==> src/rtl/systolic_feeder.sv <==
// systolic_feeder: NxN operand store and diagonally skewed edge-stream generator for a systolic multiplier.
// Define SYSTOLIC_FEEDER_CLR_EN to insert the CLEAR state and the arr_clr pulse ahead of each feed.
module systolic_feeder #(
    parameter int N         = 4,
    parameter int DATA_SIZE = 4,
    parameter int IDX_W     = $clog2(N)
) (
    input  logic                   clk,
    input  logic                   reset,
    input  logic                   wr_en,
    input  logic                   wr_sel,
    input  logic [IDX_W-1:0]       wr_row,
    input  logic [IDX_W-1:0]       wr_col,
    input  logic [DATA_SIZE-1:0]   wr_data,
    input  logic                   start,
    output logic                   busy,
    output logic                   done,
    output logic                   arr_clr,
    output logic [N*DATA_SIZE-1:0] a_out,
    output logic [N*DATA_SIZE-1:0] b_out
);
    // state  | meaning
    // IDLE   | accept operand writes, wait for start
    // CLEAR  | arr_clr pulse, lanes zero
    // STREAM | one skew step t per cycle, t = 0 .. 3N-3
    // DONE   | done pulse, PE accumulators hold A x B
    typedef enum logic [1:0] {IDLE, CLEAR, STREAM, DONE} state_t;

    localparam int              LAST   = 3 * N - 3;
    localparam int              CW     = $clog2(LAST + 1);
    localparam logic [CW-1:0]   LAST_C = CW'(LAST);

    state_t                      state;
    logic [CW-1:0]               rem;
    logic [CW-1:0]               t_nxt;
    logic                        wr_ok;
    logic signed [DATA_SIZE-1:0] mat_a [N][N];
    logic signed [DATA_SIZE-1:0] mat_b [N][N];
    logic [N*DATA_SIZE-1:0]      a_nxt;
    logic [N*DATA_SIZE-1:0]      b_nxt;

    assign wr_ok = wr_en && (state == IDLE) && !start;

    // rem counts the steps still to go after the current one, so the step index is LAST - rem
    assign t_nxt = (state == STREAM) ? (LAST_C - rem + CW'(1)) : '0;

    always_comb begin
        a_nxt = '0;
        b_nxt = '0;
        for (int i = 0; i < N; i++) begin
            for (int k = 0; k < N; k++) begin
                if (i + k == int'(t_nxt)) begin
                    a_nxt[i*DATA_SIZE +: DATA_SIZE] = mat_a[i][k];
                    b_nxt[i*DATA_SIZE +: DATA_SIZE] = mat_b[k][i];
                end
            end
        end
    end

    always_ff @(posedge clk) begin
        if (reset) begin
            for (int i = 0; i < N; i++) begin
                for (int j = 0; j < N; j++) begin
                    mat_a[i][j] <= '0;
                    mat_b[i][j] <= '0;
                end
            end
        end else if (wr_ok) begin
            if (wr_sel)
                mat_b[wr_row][wr_col] <= wr_data;
            else
                mat_a[wr_row][wr_col] <= wr_data;
        end
    end

    always_ff @(posedge clk) begin
        if (reset) begin
            state <= IDLE;
            rem   <= '0;
            busy  <= 1'b0;
            done  <= 1'b0;
            a_out <= '0;
            b_out <= '0;
`ifdef SYSTOLIC_FEEDER_CLR_EN
            arr_clr <= 1'b0;
`endif
        end else begin
            done  <= 1'b0;
            a_out <= '0;
            b_out <= '0;
`ifdef SYSTOLIC_FEEDER_CLR_EN
            arr_clr <= 1'b0;
`endif
            case (state)
                IDLE: begin
                    if (start) begin
                        busy <= 1'b1;
`ifdef SYSTOLIC_FEEDER_CLR_EN
                        state   <= CLEAR;
                        arr_clr <= 1'b1;
`else
                        state <= STREAM;
                        rem   <= LAST_C;
                        a_out <= a_nxt;
                        b_out <= b_nxt;
`endif
                    end
                end
                CLEAR: begin
                    state <= STREAM;
                    rem   <= LAST_C;
                    a_out <= a_nxt;
                    b_out <= b_nxt;
                end
                STREAM: begin
                    if (rem == '0) begin
                        state <= DONE;
                        busy  <= 1'b0;
                        done  <= 1'b1;
                    end else begin
                        rem   <= rem - CW'(1);
                        a_out <= a_nxt;
                        b_out <= b_nxt;
                    end
                end
                DONE: state <= IDLE;
                default: state <= IDLE;
            endcase
        end
    end

`ifndef SYSTOLIC_FEEDER_CLR_EN
    assign arr_clr = 1'b0;
`endif

endmodule

==> config.mk <==
export PLATFORM = sky130hd
export DESIGN_NAME = systolic_feeder
export DESIGN_NICKNAME = d
export VERILOG_FILES = /design/src/rtl/systolic_feeder.sv
export SDC_FILE = /design/constraint.sdc
export NUM_CORES = 1
export LEC_CHECK = 0
export ABC_AREA = 1
export CAP_MARGIN = 15
export CORE_ASPECT_RATIO = 1.75
export CORE_MARGIN = 1.5
export CORE_UTILIZATION = 59
export CTS_BUF_LIST = sky130_fd_sc_hd__clkbuf_16
export CTS_CLUSTER_SIZE = 24
export DETAILED_ROUTE_END_ITERATION = 10
export GPL_TIMING_DRIVEN = 1
export PLACE_DENSITY = 0.9
export SYNTH_ARGS = -nofsm -noshare
export SYNTH_HDL_FRONTEND = slang
export SYNTH_SLANG_ARGS = --single-unit
export TNS_END_PERCENT = 5
==> constraint.sdc <==
create_clock -name clk -period 2.78 [get_ports clk]
set_clock_uncertainty 0.05 [all_clocks]
set_input_delay 0.556 -clock clk [delete_from_list [all_inputs] [get_ports clk]]
set_output_delay 0.556 -clock clk [all_outputs]
set_load 0.01 [all_outputs]
### Word-level counts from Yosys, hierarchy flattened

Memory sizes are Yosys's and may differ from the RTL's.
Index checks and enable logic that the tools add are counted.

| word-level totals | value |
|---|---|
| register bits | 40 |
| RAM bits | 128 |
| word-level logic and storage cells | 109 |
| memories | 2 |

| cells by class | value |
|---|---|
| add/subtract/negate cells | 3 |
| $lt $le $gt $ge | 2 |
| equality and inequality tests | 12 |
| muxes and demuxes | 67 |
| bitwise logic cells | 2 |
| reduce and logical (&&, ||, !) cells | 15 |

Memory list:

| memory | depth | width | read ports | clocked after memory_dff | wr ports | RTL line | text |
|---|---|---|---|---|---|---|---|
| mat_a | 4 | 16 | 4 | 0 | 4 | 37 | `logic signed [DATA_SIZE-1:0] mat_a [N][N];` |
| mat_b | 4 | 16 | 4 | 0 | 4 | 38 | `logic signed [DATA_SIZE-1:0] mat_b [N][N];` |

Operators with widths:

| kind | number |
|---|---|
| $mux 16 | 10 |
| $mux 4 | 36 |
| $pmux 16 s3 | 2 |
| $reduce_or 16->1 | 2 |
| $eq 4x4->1 const A | 3 |
| $pmux 4 s3 | 1 |
| $mux 1 | 11 |
| $demux 4 s2 | 1 |
| $eq 3x4->1 const A | 2 |
| $logic_not 4->1 | 2 |
| $mux 2 | 4 |
| $pmux 2 s4 | 1 |
| $reduce_and 3->1 | 2 |
| $add 4x1->4 const B | 1 |
| $eq 2x2->1 const B | 2 |
| $eq 2x4->1 const A | 1 |
| $ne 2x2->1 const B | 2 |
| $sub 4x1->4 const B | 1 |
| $sub 4x4->4 const A | 1 |
| $ge 3x3->1 const B | 1 |
| $logic_and 1x1->1 | 3 |
| $lt 3x1->1 const B | 1 |
| $not 2->3 | 1 |
| $reduce_bool 3->1 | 1 |
| other kinds (9) | 9 |

### Longest topological paths before layout

| depth | value |
|---|---|
| word-level depth | 10 |
| mapped depth | 12 |
| gate-level depth less buffers | 10 |

### Least setup slack after synthesis

No wires, ideal clock.

| timing path | value |
|---|---|
| path kind | register to register |
| start | reg rem[0] |
| end | reg a_out[4] |
| arrival | 1.911 ns |
| required time | 2.660 ns |
| setup slack | 0.750 ns |
| cell stages (with the launch flop) | 12 |
| path buffers | 2 |
| clock period less this slack | 2.030 ns |
| cell sequence | dfxtp_1 > buf_4 > inv_2 > ha_1 > inv_1 > nand3_2 > nor2_2 > buf_2 > nand3_1 > inv_2 > nand2_1 > a21oi_1 |

| between the ends | value |
|---|---|
| longest elaborated chain between the ends | 10 |
| elaborated cells on any way between the ends | 15 |
| classes of those cells | 2 x add/sub; 4 x eq/ne; 8 x mux; 1 x reduce/logical |

Ends and longest elaborated chain:

| item | RTL line | text |
|---|---|---|
| start, declared | 34 | `logic [CW-1:0] rem;` |
| start signal, assigned | 121 | `rem <= rem - CW'(1);` |
| $sub 4x4->4 | 45 | `assign t_nxt = (state == STREAM) ? (LAST_C - rem + CW'(1)) : '0;` |
| $add 4x1->4 | 45 |  |
| $mux 4 | 45 |  |
| $eq 2x4->1 | 52 | `if (i + k == int'(t_nxt)) begin` |
| $mux 4 (4 in series) | 52 |  |
| $mux 16, on equally long branches | 116, 96 |  |
| $pmux 16 s3 * | 94 | `case (state)` |
| end signal, assigned | 104 | `a_out <= a_nxt;` |
| end signal, assigned | 112 | `a_out <= a_nxt;` |
| end signal, assigned | 122 | `a_out <= a_nxt;` |
| end, declared | 19 | `output logic [N*DATA_SIZE-1:0] a_out,` |

Every way passes the cells marked *; elsewhere a longest branch is shown, timed or not.
A chain may end at the register's enable or synchronous reset.

### Final worst setup path

| timing path | value |
|---|---|
| start | reg rem[1] |
| end | reg a_out[12] |

| between the ends | value |
|---|---|
| longest elaborated chain between the ends | 10 |
| elaborated cells on any way between the ends | 15 |
| classes of those cells | 2 x add/sub; 4 x eq/ne; 8 x mux; 1 x reduce/logical |

Ends and longest elaborated chain:

| item | RTL line |
|---|---|
| $sub 4x4->4 | 45 |
| $add 4x1->4 | 45 |
| $mux 4 | 45 |
| $eq 3x4->1 | 52 |
| $mux 4 (4 in series) | 52 |
| $mux 16, on equally long branches | 116, 96 |
| $pmux 16 s3 * | 94 |

Marks and branches as above.

==> flow_summary.json <==
{
  "outcome": "finished clean",
  "whs_endpoint": "busy",
  "synth-seq-cells": 168,
  "drv_cap": 0,
  "cp-start-kind": "register",
  "netlist_area_sq_um": 7450,
  "tightest_slew_ns": 0.654,
  "start_util": 0.602,
  "ys_top_cells_by_area": "edfxtp_1, dfxtp_1, nor2_1, nand4_1, nand2_1",
  "period_minus_slack_ns": 2.37,
  "yosysUniqueCellTypes": 30,
  "holdPathStages": 2,
  "yosys.area.top_type": "edfxtp_1",
  "ys_seq_area_frac": 0.624,
  "min_from": "busy",
  "cts_setup_buffers": 0,
  "seqCellArea_sq_um": 4640,
  "cts_hold_buf": 0,
  "finalMaxSlewViolations": 0,
  "viasPerCell": 5.88,
  "row_count": 54,
  "core_area_sq_um": 12400,
  "hpwlAfterDp_um": 11400,
  "post_cts_resized": 0,
  "grtUsageTotal": 0.287,
  "r2r_slack_ns": 0.41,
  "synth_ff_type": "edfxtp_1",
  "post-route-util": 0.711,
  "rsz0062_at_grt": "false",
  "synthArstFlopShare": 0,
  "synth.top_cell.area_share": 0.516,
  "drt_first_pass_iters": 6,
  "max_freq_mhz": 422,
  "drive_gt1_frac": 0.104,
  "cp_max_fo": 16,
  "num_vias": 5966,
  "avgSynthCellArea_sq_um": 9.58,
  "drc": 0,
  "grt_pass1_wl_um": 28000,
  "critPathLaunch": "rem[1]",
  "clkSinkCount": 168,
  "globalplace.congestion": 0.859,
  "diodes": 0,
  "die_w_um": 87.9,
  "design_area_sq_um": 8790,
  "die-area_sq_um": 13300,
  "placed_area_sq_um": 8190,
  "post-route-period-util": 0.853,
  "cts.clk_slew.worst_paths_ns": 0.06,
  "num-fill-cells": 824,
  "fin_nets": 848,
  "worstSetupEndpointType": "register",
  "setup_viol": 0,
  "cts_buffers": 17,
  "io_pins": 48,
  "wl_um": 18000,
  "grt_start_max_net_pins": 37,
  "clockRootBuffer": "clkbuf_16",
  "overflow": 0,
  "final_cell_mix": "nor2_1, nand2_1, edfxtp_1",
  "worst_hold_path_type": "reg2reg",
  "tns_ns": 0,
  "htreeDepth": 4,
  "ys_warn_count": 0,
  "multiInputGateArea_sq_um": 2370,
  "die_h_um": 152,
  "required_ns": 3.05,
  "relSlewSlack": 0.563,
  "synthCells": 777,
  "grt_pass1_vias": 5772,
  "drt-initial-drc-count": 941,
  "wire_per_inst_um": 17.7,
  "area_growth_pct": 18.0,
  "crit_arrival_ns": 2.64,
  "antenna_left": 0,
  "reg2regPathDepth": 9,
  "tritoncts": "yes",
  "worstReg2RegStart": "rem[1]",
  "antenna_found_initial": 0,
  "layout_commonest_cell": "nor2_1",
  "power_leakage_nw": 3.65,
  "io_buffers": 46,
  "clk_latency_ns": 0.43,
  "p_per_area_nw_per_um2": 670,
  "syn_nets": 792,
  "hold_viol": 0,
  "ir_drop_mv": 0.508,
  "crit_type": "reg2reg",
  "clockBufferDepth": 2,
  "synth_edf_count": 128,
  "r2r_end": "a_out[12]"
}
## registers in the layout (all words and copies together), names as in the netlist
name and count:
a_out 16, done 1, rem 4, b_out 16, state 2, mat_a 64
mat_b 64, busy 1
## power by group
group	leakage, nW	internal (mW)	total, mW	switching (mW)
combinational	1.70	0.204	0.736	0.532
clock	0.307	1.38	2.33	0.947
sequential	1.64	2.79	2.83	0.0375
## final cells by class
| class | count | share of cell area |
|---|---|---|
| Sequential cell | 168 | 0.529 |
| Multi-Input combinational cell | 506 | 0.270 |
| Timing Repair Buffer | 82 | 0.0846 |
| Clock buffer | 20 | 0.0570 |
| Inverter | 58 | 0.0248 |
| Tap cell | 168 | 0.0239 |
| Clock inverter | 12 | 0.0108 |
## metrics by stage
stage	cells	setup WS [ns]	hold WS [ns]	power, mW
finish	1014	0.409	0.416	5.89
global route	1014	0.254	0.430	6.05
CTS	1014	0.428	0.421	5.87
detailed placement	982	0.126	0.412	3.58
global placement	982	0.215	0.398	3.56
floorplan	777	0.750	0.403	3.35
## worst max-delay path by stage
stage / endpoint / cells after the start
3_3_place_gp: mat_a[3][15] / 8
6_report: a_out[12] / 9
3_5_place_dp: mat_a[1][1] / 8
2_1_floorplan: a_out[4] / 11
4_1_cts: a_out[5] / 10
5_1_grt: a_out[14] / 10
## layer usage
| layer | up-vias | track usage | routed length, um |
|---|---|---|---|
| met5 | - | 0 | 0 |
| met4 | 0 | 0.188 | 771 |
| met3 | 66 | 0.0569 | 1750 |
| met2 | 372 | 0.494 | 9530 |
| met1 | 2767 | 0.314 | 5920 |
| li1 | 2761 | - | - |
## worst max-delay path, cell delays in order (launching register included)
cell	delay (ns)
dfxtp_1	0.39
inv_1	0.08
ha_1	0.27
inv_1	0.16
nand3_2	0.18
nor2_2	0.29
buf_4	0.19
nand3_2	0.26
o21ai_0	0.28
nor2_1	0.09
## cells in the mapped netlist (2+ instances only)
cell type  instances
ha_1               2
inv_2              4
nand3_2            4
nor2_4             2
nand4_1           84
buf_4              3
nor2_2             2
o21ai_0            6
nor2_1           202
nor3_2             6
nand3_1           27
edfxtp_1         128
buf_2             23
clkbuf_1          17
buf_1              2
o21ai_1           13
inv_1             52
clkinv_1           2
o2111ai_1          8
nand2_1          130
a21oi_1           12
dfxtp_1           40
## logic make-up after synthesis
| kind of cell | synth area share |
|---|---|
| and+or+nand+nor | 0.282 |
| AOI/OAI and AO/OA | 0.0314 |
| adders and majority gates | 0.00336 |
| xor gates and xnor gates | 0.00118 |
| other | 0.000504 |
| buffers and inverters | 0.0573 |
| DFF | 0.624 |
No activity file was read; power rests on OpenSTA's default activity.
==> variant 1, RTL diff (config.mk and constraints unchanged) <==
Put one more register stage on the output `b_out`, with the module's reset. The value now appears one clock later. The other outputs are not delayed to match.
--- a/src/rtl/systolic_feeder.sv
+++ b/src/rtl/systolic_feeder.sv
@@ -29,6 +29,8 @@
     localparam int              LAST   = 3 * N - 3;
     localparam int              CW     = $clog2(LAST + 1);
     localparam logic [CW-1:0]   LAST_C = CW'(LAST);
+
+    logic [N*DATA_SIZE-1:0] b_s0;
 
     state_t                      state;
     logic [CW-1:0]               rem;
@@ -80,14 +82,14 @@
             busy  <= 1'b0;
             done  <= 1'b0;
             a_out <= '0;
-            b_out <= '0;
+            b_s0 <= '0;
 `ifdef SYSTOLIC_FEEDER_CLR_EN
             arr_clr <= 1'b0;
 `endif
         end else begin
             done  <= 1'b0;
             a_out <= '0;
-            b_out <= '0;
+            b_s0 <= '0;
 `ifdef SYSTOLIC_FEEDER_CLR_EN
             arr_clr <= 1'b0;
 `endif
@@ -102,7 +104,7 @@
                         state <= STREAM;
                         rem   <= LAST_C;
                         a_out <= a_nxt;
-                        b_out <= b_nxt;
+                        b_s0 <= b_nxt;
 `endif
                     end
                 end
@@ -110,7 +112,7 @@
                     state <= STREAM;
                     rem   <= LAST_C;
                     a_out <= a_nxt;
-                    b_out <= b_nxt;
+                    b_s0 <= b_nxt;
                 end
                 STREAM: begin
                     if (rem == '0) begin
@@ -120,7 +122,7 @@
                     end else begin
                         rem   <= rem - CW'(1);
                         a_out <= a_nxt;
-                        b_out <= b_nxt;
+                        b_s0 <= b_nxt;
                     end
                 end
                 DONE: state <= IDLE;
@@ -133,5 +135,13 @@
     assign arr_clr = 1'b0;
 `endif
 
+    always_ff @(posedge clk) begin
+        if (reset) begin
+            b_out <= '0;
+        end else begin
+            b_out <= b_s0;
+        end
+    end
+
 endmodule
 
Behaviour: not the same (a bounded check fails within 4 cycles, from zero or initial values and one cycle with reset high).
==> variant 1 against the unedited design <==
  * Wire length rose by 9.5%
  * Sequential cell count increased by 16
  * Setup slack lost 190 ps
  * Count of clock-buffer cells in the layout shrank 2
  * Worst hold slack worse by 66 ps
  * Total power up 3.5%
  * First-iteration DRC count fell by 24%
  * Cell area grew 4.6%
  * Global-route usage rose by 0.36 points
  * Via count grew 8.7%
  * Combinational power is 2.7% higher
  * Synthesized area increased by 4.7%
  * Critical path type unchanged
  * Largest cell class unchanged
==> variant 1: results (changes against the unedited design) <==
Placement Cell Area: 8650 um^2 (+5.6%)
adder-cell share of the synthesized area: 0.321% (-0.015 points)
asr flop ratio synth: 0% (unchanged)
sequential fraction of the synthesis area: 63.7% (+1.3 points)
NumNets Final: 913 (+7.7%)
port bufs: 46 (unchanged)
sequential power: 3.07 mW (+8.5%)
Crit path arrival time: 2890 ps (+250 ps)
placeable core area: 12900 um^2 (+4.6%)
Synth Net Count: 846 (+6.8%)
Post-DP HPWL: 11800 um (+3.2%)
uppermost layer routed: met4
layout cells sized above 1: 10.8% (+0.36 points)
CP max FO: 25 (+9)
Met2 Wirelength: 10300 um (+8.4%)
measured slew at the worst slew-check pin: 517 ps (-137 ps)
Psw: 1.67 mW (+10%)
Post-Synth XOR/XNOR Area: 0.112% (-0.0053 points)
DRT Wirelength: 19700 um (+9.5%)
Synth Area in Compound Gates: 2.18% (-0.96 points)
first-pass GRT wire length: 30800 um (+9.8%)
peak supply drop: 0.406 mV (-20%)
met1 GRT Util: 29.8% (-1.6 points)
vias in the first global route: 6294 (+9.0%)
Hold Crit Class: flop to flop
Vias/cell: 6.00 (+1.9%)
synth unique cells: 25 (-17%)
metal1 wirelength: 6290 um (+6.2%)
routing usage on met2: 52.1% (+2.6 points)
WL met3: 1840 um (+5.3%)
synth cell count leaders: nor2_1, nand2_1, edfxtp_1
Total GRT Usage: 29.0% (+0.36 points)
GP Congestion: 0.868 (+1.0%)
status: completed
Leak: 3.92 nW (+7.6%)
first drt pass iteration count: 5 (-1)
DR iter-0 viols: 716 (-24%)
top post-synthesis cells by area: edfxtp_1, dfxtp_1, nor2_1, nand2_1, nand4_1
[variant 1: area by class of cell]
cell class	instances	area (um^2)
Multi-Input combinational cell	540	2410
Inverter	58	218
Clock buffer	18	450
Fill cell	874	3750
Timing Repair Buffer	97	843
Clock inverter	14	95.1
Tap cell	171	214
Sequential cell	184	4960
[variant 1: path summary, 6_finish.rpt]
| check | start | end | slack (ps) | depth (start not counted) |
|---|---|---|---|---|
| worst min-delay path | b_s0[11] | b_out[11] | 350 | 2 |
| worst max-delay path | rem[0] | a_out[7] | 220 | 11 |
| worst min register to register | b_s0[11] | b_out[11] | 350 | 2 |
| worst max register to register | rem[0] | a_out[7] | 220 | 11 |
[variant 1: per-stage QoR]
step | hold slack, ps | power [mW] | std cells | setup slack, ps
floorplan | 338 | 3.61 | 831 | 746
global placement | 338 | 3.82 | 1050 | 203
detailed placement | 343 | 3.84 | 1050 | 128
CTS | 352 | 6.07 | 1082 | 250
global route | 358 | 6.28 | 1082 | 34.6
finish | 350 | 6.10 | 1082 | 221
==> variant 2, RTL diff (config.mk and constraints unchanged) <==
Made on the original files. Build with the macro `SYSTOLIC_FEEDER_CLR_EN` defined.
--- a/src/rtl/systolic_feeder.sv
+++ b/src/rtl/systolic_feeder.sv
@@ -1,5 +1,7 @@
 // systolic_feeder: NxN operand store and diagonally skewed edge-stream generator for a systolic multiplier.
 // Define SYSTOLIC_FEEDER_CLR_EN to insert the CLEAR state and the arr_clr pulse ahead of each feed.
+`define SYSTOLIC_FEEDER_CLR_EN
+
 module systolic_feeder #(
     parameter int N         = 4,
     parameter int DATA_SIZE = 4,
Check against the original RTL: not equivalent (a bounded check fails within 4 cycles, from zero or initial values and one cycle with reset high).
==> variant 2 against the unedited design <==
  * Die area rose by 0.36%
  * Final cell count decreased by 0.49%
  * First-iteration DRC count shrank 27%
  * Setup slack got worse by 64 ps
  * Utilization increased by 0.39 points
  * Wire length grew 1.9%
  * Sequential power is 3% higher
  * Synthesized area increased by 0.37%
  * Cell area is 1.1% higher
  * Sequential cell count grew 1
  * Fmax decreased by 2.6%
  * Total power increased by 13%
  * Largest power group unchanged
==> variant 2: results (changes against the unedited design) <==
slowest stage delay, CP: 420 ps (+30 ps)
Synth Net Count: 787 (-0.63%)
clk slew on worst S/H paths: 70 ps
synth warn: 0 (unchanged)
CTS H-Tree Depth: 4 (unchanged)
slowest CP cell: nor2_1
first drt pass iteration count: 5 (-1)
CP max FO: 5 (-11)
GP Congestion: 0.800 (-6.9%)
Via Count: 6080 (+1.9%)
Post-DP HPWL: 11400 um (+0.11%)
sequential fraction of the synthesis area: 62.4% (about the same)
largest net degree at the start of global routing: 40 (+8.1%)
Crit path max-delay family: simple AND/OR/NAND/NOR gates
top post-synthesis cells by area: edfxtp_1, dfxtp_1, nor2_1, nand4_1, nand2_1
Leak: 3.66 nW (+0.27%)
Post-Layout Cell Count: 1009 (-0.49%)
DRT Wirelength: 18300 um (+1.9%)
dpl cells: 977 (-0.51%)
synth cell count leaders: nor2_1, nand2_1, edfxtp_1
DR iter-0 viols: 686 (-27%)
synth unique cells: 31 (+3.3%)
status: completed
Post-CTS Setup Bufs: 0 (unchanged)
first-pass GRT wire length: 28600 um (+2.0%)
NumNets Final: 847 (-0.12%)
met1 GRT Util: 29.4% (-2.0 points)
root buf cell: clkbuf_16
Total GRT Usage: 28.5% (-0.20 points)
routing usage on met2: 49.4% (-0.064 points)
vias in the first global route: 6011 (+4.1%)
ys flop type: edfxtp_1
GRT met3 Usage: 5.76% (+0.070 points)
layout cells sized above 1: 12.2% (+1.8 points)
Max-slew headroom: 64.4% (+8.1 points)
Crit path arrival time: 2510 ps (-130 ps)
port bufs: 47 (+2.2%)
peak supply drop: 0.409 mV (-20%)
Cells after Synth: 768 (-1.2%)
Regs by FF count: mat_a (64), mat_b (64)
==> variant 2: cell families after synthesis <==
| family | synth area share (%) |
|---|---|
| AO/OA/AOI/OAI | 3.06 |
| buffers and inverters | 4.69 |
| AND/OR/NAND/NOR | 28.8 |
| flip-flops | 62.4 |
| adder cells (fa/ha/maj) | 1.00 |
==> variant 2: path summary, 6_finish.rpt <==
path,from,end,slack [ps],cells past startpoint
hold / removal,mat_a[1][3],a_out[7],450,2
hold reg to reg,mat_a[1][3],a_out[7],450,2
setup / recovery,state[1],mat_a[1][0],340,8
setup reg to reg,state[1],mat_a[1][0],340,8
==> variant 2: cell type report <==
type	instances	area, um^2
flip-flops and latches	169	4660
fillers	844	3550
multi-input cells	522	2460
repair buffers	93	841
clock buffers	19	475
well taps	168	210
clock inverters	13	139
inverters	25	93.8
==> variant 2: layer usage <==
metal,vias to the layer above,routed length (um)
li1,2779,-
met3,120,1680
met5,-,0
met2,412,9690
met1,2769,5710
met4,0,1230
==> variant 2: tightest hold or removal path: cells and delay by family (launching register included) <==
| kind | cells | cell delay, ps |
|---|---|---|
| compound gates | 1 | 60 |
| flops | 1 | 320 |
| simple gates | 1 | 80 |
==> variant 2: power breakdown <==
group | internal [mW] | switching, mW
clock network | 1.44 | 0.984
registers | 2.84 | 0.0690
logic | 0.389 | 0.910
==> variant 2: per-stage QoR <==
step                cell area, um^2  hold slack (ps)  setup slack (ps)
floorplan                      7470              423               859
global placement               8270              447               127
detailed placement             8270              442              74.3
CTS                            8880              456               397
global route                   8880              492               183
finish                         8880              453               345
